[src/rtl/universal_shift_reg.sv]
// Universal shift register: hold, parallel load, serial shift, rotate and
// modulo up/down count, with a registered one-cycle wrap flag on co.
module universal_shift_reg #(
    parameter int WIDTH = 8
) (
    input  logic             clk,
    input  logic             rst,
    input  logic             en,
    input  logic [2:0]       mode,
    input  logic [WIDTH-1:0] d,
    input  logic             sin_r,
    input  logic             sin_l,
    output logic [WIDTH-1:0] q,
    output logic [WIDTH-1:0] qbar,
    output logic             sout_l,
    output logic             sout_r,
    output logic             co
);

    localparam logic [2:0] MODE_HOLD = 3'b000;
    localparam logic [2:0] MODE_LOAD = 3'b001;
    localparam logic [2:0] MODE_SHL  = 3'b010;
    localparam logic [2:0] MODE_SHR  = 3'b011;
    localparam logic [2:0] MODE_ROL  = 3'b100;
    localparam logic [2:0] MODE_ROR  = 3'b101;
    localparam logic [2:0] MODE_UP   = 3'b110;
    localparam logic [2:0] MODE_DOWN = 3'b111;

    localparam logic [WIDTH-1:0] ONE = {{(WIDTH-1){1'b0}}, 1'b1};

    logic [WIDTH-1:0] next_q;
    logic             next_co;

    always_comb begin
        next_q  = q;
        next_co = 1'b0;
        if (en) begin
            case (mode)
                MODE_HOLD: next_q = q;
                MODE_LOAD: next_q = d;
                MODE_SHL:  next_q = {q[WIDTH-2:0], sin_r};
                MODE_SHR:  next_q = {sin_l, q[WIDTH-1:1]};
                MODE_ROL:  next_q = {q[WIDTH-2:0], q[WIDTH-1]};
                MODE_ROR:  next_q = {q[0], q[WIDTH-1:1]};
                MODE_UP: begin
                    next_q  = q + ONE;
                    next_co = (q == {WIDTH{1'b1}});
                end
                MODE_DOWN: begin
                    next_q  = q - ONE;
                    next_co = (q == {WIDTH{1'b0}});
                end
                default: next_q = q;
            endcase
        end
    end

    // State register: reset wins over every enable/mode combination.
    always_ff @(posedge clk) begin
        if (rst) begin
            q  <= '0;
            co <= 1'b0;
        end else begin
            q  <= next_q;
            co <= next_co;
        end
    end

    assign qbar   = ~q;
    assign sout_l = q[WIDTH-1];
    assign sout_r = q[0];

endmodule

[config.mk]
export PLATFORM = sky130hd
export DESIGN_NAME = universal_shift_reg
export DESIGN_NICKNAME = d
export VERILOG_FILES = /design/src/rtl/universal_shift_reg.sv
export SDC_FILE = /design/constraint.sdc
export NUM_CORES = 1
export LEC_CHECK = 0
export CORE_MARGIN = 4
export CORE_UTILIZATION = 44
export DETAILED_ROUTE_END_ITERATION = 6
export PLACE_DENSITY = 0.84
export SLEW_MARGIN = 25
export SYNTH_ARGS = -nofsm -noshare
export SYNTH_HDL_FRONTEND = slang
export SYNTH_SLANG_ARGS = --single-unit
[constraint.sdc]
create_clock -name clk -period 6.6 [get_ports clk]
set_clock_uncertainty 0.15 [all_clocks]
set_input_delay 1.98 -clock clk [delete_from_list [all_inputs] [get_ports clk]]
set_output_delay 1.98 -clock clk [all_outputs]
set_load 0.01 [all_outputs]
=== Yosys cells after proc, flatten, opt, wreduce, memory -nomap -nowiden ===
Cells that the tools add are included.

* Flip-flop bits (word level): 9
* Output and inout bits: 19

* $add $sub $neg: 2
* Eq/ne operators: 8
* Muxes and demuxes: 2
* Bitwise gates (word level): 3
* Reductions and logical operators: 4

{| class="wikitable"
|+ Operators by type and width
! operator !! count
|-
| $pmux 8 s7 || 1
|-
| $eq 3x3->1 const B || 4
|-
| $add 8x1->8 const B || 1
|-
| $eq 8x8->1 const B || 1
|-
| $logic_not 8->1 || 1
|-
| $not 8->8 || 1
|-
| $sub 8x1->8 const B || 1
|-
| $eq 3x2->1 const B || 2
|-
| $eq 3x1->1 const B || 1
|-
| $logic_not 3->1 || 1
|-
| $not 1->1 || 2
|-
| $pmux 1 s2 || 1
|-
| $reduce_and 2->1 || 1
|-
| $reduce_or 2->1 || 1
|}

=== Logic depth before layout (Yosys ltp) ===
Gate-level depths: netlist (run 1).

* Depth after elaboration: 3
* Gate-level depth with buffers: 7
* Depth with buffers taken out: 7

=== Worst setup path before layout (run 1) ===
OpenSTA, ideal clock, no wires.

* Path type: input to register
* Start: in mode[0]
* End: reg q[6]
* Arrival: 3.393 ns
* Required time: 6.385 ns
* Path slack: 2.992 ns
* Cell stages on the path: 7
* Buffers on the path: 0
* Path through: nand3_1 -> xnor2_1 -> ha_1 -> or4_4 -> nand4b_4 -> a211oi_2 -> nand4b_1

* Longest elaborated chain between the ends: 3

{| class="wikitable"
|+ Ends and longest elaborated chain
! what !! RTL line !! RTL
|-
| from (decl) || 9 || <nowiki>input logic [2:0] mode,</nowiki>
|-
| branches (longest 3 deep; another with $pmux 8 s7) || - ||
|-
| to (signal assigned) || 64 || <nowiki>q <= next_q;</nowiki>
|-
| to (decl) || 13 || <nowiki>output logic [WIDTH-1:0] q,</nowiki>
|}

Parallel ways; which one is timed is not known.
A chain may end at the register's enable or synchronous reset.

=== Worst setup path in the final report (run 1) ===
Ends and elaborated chain as after synthesis.

==> impl_metrics.py, run 1 <==
metrics = {
    "outcome": {
        "status": "complete, no violations",
    },
    "setup_path": {
        "critPathTopFamily": "simple AND/OR/NAND/NOR gates",
        "endpoint_kind": "flop",
        "crit_slowest_cell": "clkdlybuf4s50_1",
        "crit_chain": "clkdlybuf4s50_1, nand3_1, xnor2_1, ha_1, or4_4, nand4b_4, a211oi_2, nand4b_1",
        "cp_data_arrival_time_ns": 4.84,
        "worstSetupPathType": "input pin to flop",
        "cp.buffers_inverters": 1,
        "required_ns": 6.66,
        "crit_fanout": 23,
        "cpPeakStageDelay_ns": 1.06,
        "cp.depth": 8,
        "reg2regPathDepth": 6,
        "critPathLaunchType": "input pin",
    },
    "clock_tree": {
        "clk_pin_slew_ns": 0.06,
        "cts_tree": "built",
        "htreeDepth": 1,
        "cts_buffers": 3,
        "postCtsHoldBufs": 0,
        "post_cts_resized": 0,
        "cts-root-buf": "clkbuf_4",
        "clk_latency_ns": 0.27,
        "post-cts-setup-buffers": 0,
        "cts_max_path_buffers": 2,
        "clock-sinks": 9,
    },
    "timing": {
        "timing.fmax_ghz": 0.209,
        "relSlewSlack_pct": 40.2,
        "grt_setup_unrepaired": "no",
        "setup_viol": 0,
        "final_hold_viol_count": 0,
        "final.period_utilization_pct": 72.5,
        "max_slew.worst_pin.slew_ns": 0.894,
        "drv_slew": 0,
        "post-route-min-period_ns": 4.78,
        "fin_tns_setup_ns": 0,
        "fin_ws_ns": 1.82,
    },
    "synthesis": {
        "synth_edf_count": 0,
        "ys_ff_latch": 9,
        "synth_seq_area_share_pct": 17.9,
        "asyncSetResetFlopFracSynth_pct": 0,
        "synth_cell_types": 44,
        "synth_cells": 127,
        "synthTopCellsByArea": "dfxtp_1 (18%), mux2i_1 (6.9%), buf_6 (5.6%)",
        "synth_top_area_share_pct": 17.9,
        "synth_nets": 144,
        "synth_top_area_cell": "dfxtp_1",
        "yosysWarnings": 0,
        "synth_area_mm2": 0.00101,
        "ys.flop_type": "dfxtp_1",
        "syn_area_per_cell_um2": 7.94,
    },
    "cells_and_area": {
        "drive_gt1_share_pct": 7.84,
        "final_cell_area_mm2": 0.00131,
        "nets": 171,
        "antenna_cells": 0,
        "area_delta_synth_final_pct": 29.7,
    },
    "detailed_routing": {
        "wire_per_inst_um": 16.8,
        "ant_nets": 0,
        "wl_um": 3040,
        "drc": 0,
        "vias_per_cell": 6.33,
        "num_vias": 1146,
        "drtIter0Drc": 33,
        "first_pass_iters": 4,
    },
    "min_path": {
        "hold_path_class": "flop to flop",
        "holdPathStages": 2,
    },
    "placed_design": {
        "dp_hpwl_um": 2240,
        "place_area_mm2": 0.00128,
        "pre_cts_ws_ns": 1.57,
        "routabilityCongestion": 0.885,
        "io_buffers": 34,
    },
    "floorplanning": {
        "start_util_pct": 46.0,
        "pin_count": 35,
        "num_rows": 17,
        "die_area_mm2": 0.00312,
        "die_x_um": 55.9,
        "fp.dieH_um": 55.9,
        "core_mm2": 0.00219,
    },
    "power": {
        "max-vdd-ir-drop_uv": 89.1,
        "p_per_area_mw_per_mm2": 148,
        "p_leak_nw": 0.461,
    },
    "grt": {
        "grt_max_degree": 25,
        "grt_pass1_wl_um": 4780,
        "grt_overflow_total": 0,
        "grt_pass1_vias": 1021,
        "antenna_found_initial": 0,
        "track_usage_pct": 19.0,
    },
    "flow_run": {
        "cap_violations": 0,
    },
}
cells in the mapped netlist, types with 3 or more instances:
master    n
nand3_1   6
a21oi_1   8
nand2_1   4
o21ai_0   6
o31a_1    3
inv_1     9
buf_4     5
nand4_1   6
nor2_1    8
mux2i_1   7
nor3_1    5
a211oi_1  3
dfxtp_1   9
nand4b_1  3
buf_6     5
or3_1     4
routing by layer:
metal	vias to the layer above	track usage (%)	wire length, um
li1	530	-	-
met1	557	22.6	1220
met2	57	33.1	1580
met3	2	5.10	220
met4	0	5.76	19
met5	-	0	0
registers in the layout (all words and copies together) (netlist names):
name	cells
co	1
q	8
layout by cell type, fill, tap and decap left out, types with 4 or more instances in the layout:
cell             count
a21oi_1              8
clkdlybuf4s50_1     34
dfxtp_1              9
inv_1                9
mux2i_1              7
nand2_1              4
nand3_1              6
nand4_1              6
nor2_1               8
nor3_1               5
o21ai_0              6
or3_1                4
logic make-up (layout without fill, tap and decap cells):
group	Yosys count	count (layout)	share of synthesized area, %
AOI/OAI and AO/OA	35	35	24.8
xor gates and xnor gates	3	3	2.61
adders and majority gates	1	1	1.24
buffers and inverters	21	47	13.5
DFF	9	9	17.9
muxes	8	8	8.06
and+or+nand+nor	50	50	31.9
layout make-up:
cell class / count / area (um2)
fillers: 203 / 883
multi-input cells: 97 / 692
repair buffers: 34 / 340
flip-flops and latches: 9 / 180
well taps: 28 / 35.0
inverters: 9 / 33.8
clock buffers: 4 / 26.3
worst paths after layout:
path / start / to / slack (ns)
worst max-delay path: mode[0] / q[6] / 1.82
worst min-delay path: q[7] / co / 0.46
worst max register to register: q[1] / q[6] / 4.48
worst min register to register: q[7] / co / 0.46
power by group:
group / total [mW] / internal (mW) / switching (mW) / leakage (nW)
sequential: 0.0679 / 0.0582 / 0.00969 / 0.0738
clock: 0.0455 / 0.0234 / 0.0221 / 0.0150
combinational: 0.0796 / 0.0423 / 0.0373 / 0.372
total: 0.193 / 0.124 / 0.0691 / 0.461
metrics by stage:
stage                     hold WS (ns)  std cells  total power [mW]  util [%]
after global routing             0.522        181             0.202      59.7
after CTS                        0.455        181             0.194      59.7
after global placement           0.448        177             0.146      58.5
after floorplan                  0.437        127             0.117         -
after detailed placement         0.444        177             0.148      58.5
final                            0.461        181             0.193      59.7
worst reg2reg max path, cell delays in order, from the launching register on:
cell	delay [ns]
dfxtp_1	0.53
xnor2_1	0.14
ha_1	0.25
or4_4	0.43
nand4b_4	0.19
a211oi_2	0.23
nand4b_1	0.13
Power figures use the tool's default switching activity.
==> run 2: changes to the inputs <==
- clock period: 6.6 -> 4.7 ns (I/O delays scaled with it)
==> impl_metrics.py, run 2 (synthesis gave the netlist of run 1 again) <==
metrics = {
    "power": {
        "max-vdd-ir-drop_uv": 141,
        "p_per_area_mw_per_mm2": 206,
        "p_leak_nw": 0.476,
    },
    "cells_and_area": {
        "drive_gt1_share_pct": 9.62,
        "fill_cells": 207,
        "largest-register": "q",
        "seq_area_um2": 180,
        "antenna_cells": 0,
        "area_delta_synth_final_pct": 31.9,
        "final_cell_mix": "clkdlybuf4s50_1 (34), inv_1 (9), dfxtp_1 (9)",
        "nets": 174,
        "fin_cells": 184,
        "multi_input_area_um2": 692,
        "top_regs": "q: 8 flops, co: 1 flops",
        "largest_reg_flops": 8,
        "final_common_cell": "clkdlybuf4s50_1",
    },
    "timing": {
        "drv_slew": 0,
        "post-route-min-period_ns": 3.46,
        "max_slew.worst_pin.slew_ns": 0.535,
        "timing.fmax_ghz": 0.289,
        "setup_viol": 0,
        "fin_tns_setup_ns": 0,
        "final.period_utilization_pct": 73.7,
        "relSlewSlack_pct": 64.0,
        "final_hold_viol_count": 0,
        "grt_setup_unrepaired": "no",
    },
    "outcome": {
        "status": "complete, no violations",
    },
    "setup_path": {
        "reg2regPathDepth": 6,
        "r2r_start": "q[1]",
        "worstSetupPathType": "input pin to flop",
        "required_ns": 4.75,
        "critPathLaunchType": "input pin",
        "r2r_slack_ns": 2.58,
        "r2r_end": "q[2]",
        "crit_fanout": 5,
        "endpoint_kind": "flop",
        "cp_data_arrival_time_ns": 3.51,
    },
    "clock_tree": {
        "cts-root-buf": "clkbuf_4",
        "post-cts-setup-buffers": 0,
        "cts_max_path_buffers": 2,
        "clk_latency_ns": 0.27,
        "cts_tree": "built",
        "post_cts_resized": 0,
        "clk_pin_slew_ns": 0.07,
        "clock-sinks": 9,
        "postCtsHoldBufs": 0,
        "htreeDepth": 1,
        "cts_buffers": 3,
    },
    "detailed_routing": {
        "vias_per_cell": 6.01,
        "wl_um": 3100,
        "num_vias": 1105,
        "wire_per_inst_um": 16.8,
        "ant_nets": 0,
        "drc": 0,
        "first_pass_iters": 5,
        "drtIter0Drc": 35,
    },
    "grt": {
        "grt_pass1_wl_um": 5520,
        "grt_pass1_vias": 1133,
        "antenna_found_initial": 0,
        "grt_overflow_total": 0,
        "grt_max_degree": 24,
        "track_usage_pct": 21.6,
    },
    "floorplanning": {
        "die_x_um": 55.9,
        "core_mm2": 0.00219,
        "pin_count": 35,
        "start_util_pct": 46.0,
        "die_area_mm2": 0.00312,
        "num_rows": 17,
        "fp.dieH_um": 55.9,
    },
    "min_path": {
        "worstHoldEndpoint": "co",
        "holdCritStartpoint": "q[7]",
        "hold_path_class": "flop to flop",
        "holdPathStages": 2,
    },
    "placed_design": {
        "dp_cells": 180,
        "dp_hpwl_um": 2250,
        "io_buffers": 34,
        "routabilityCongestion": 0.974,
    },
    "flow_run": {
        "cap_violations": 0,
    },
}
[run 2: cell types whose count changed in the layout (fill, tap and decap cells not counted)]
cell / delta
buf_4: +3
[run 2: worst max-delay path by stage]
stage          slack (ns)    start  cells past startpoint   end
4_1_cts              1.23  mode[2]                      8  q[2]
6_report             1.24  mode[2]                      8  q[2]
3_3_place_gp         1.04  mode[0]                      8  q[4]
2_1_floorplan        1.66  mode[0]                      7  q[6]
3_5_place_dp         0.95  mode[2]                      8  q[2]
5_1_grt              1.13  mode[1]                      8  q[2]
[run 2: area by class of cell]
class / instances / area share (%)
clock buffer: 4 / 1.98
inverter: 9 / 2.54
multi-input combinational: 97 / 52.0
sequential: 9 / 13.5
tap: 28 / 2.63
timing repair buffer: 37 / 27.3
[run 2: power by group]
| group | internal (mW) | switching, mW |
|---|---|---|
| clock | 0.0330 | 0.0331 |
| combinational | 0.0608 | 0.0524 |
| sequential | 0.0818 | 0.0137 |
| total | 0.175 | 0.0991 |
[run 2: critical path, cell delays in order]
cell	delay (ns)
clkdlybuf4s50_1	0.50
nand3_1	0.19
xnor2_1	0.18
ha_1	0.24
or3b_2	0.47
a211oi_1	0.23
o21ai_0	0.12
a21oi_1	0.16
[run 2: per-stage QoR]
stage | power (mW) | area, um2 | setup slack (ns) | utilization [%] | hold WS, ns
after global placement | 0.207 | 1300 | 1.04 | 59.5 | 0.435
final | 0.275 | 1330 | 1.24 | 60.7 | 0.455
after global routing | 0.294 | 1330 | 1.13 | 60.7 | 0.544
after floorplan | 0.164 | 1010 | 1.66 | - | 0.437
after CTS | 0.275 | 1330 | 1.23 | 60.7 | 0.455
after detailed placement | 0.209 | 1300 | 0.952 | 59.5 | 0.445
[run 2: per-layer routing]
layer  share of wire (%)  GRT usage [%]
met5                   0              0
met4                 1.5           7.12
met3                 6.8           4.64
met2                  49           35.1
met1                  42           28.2
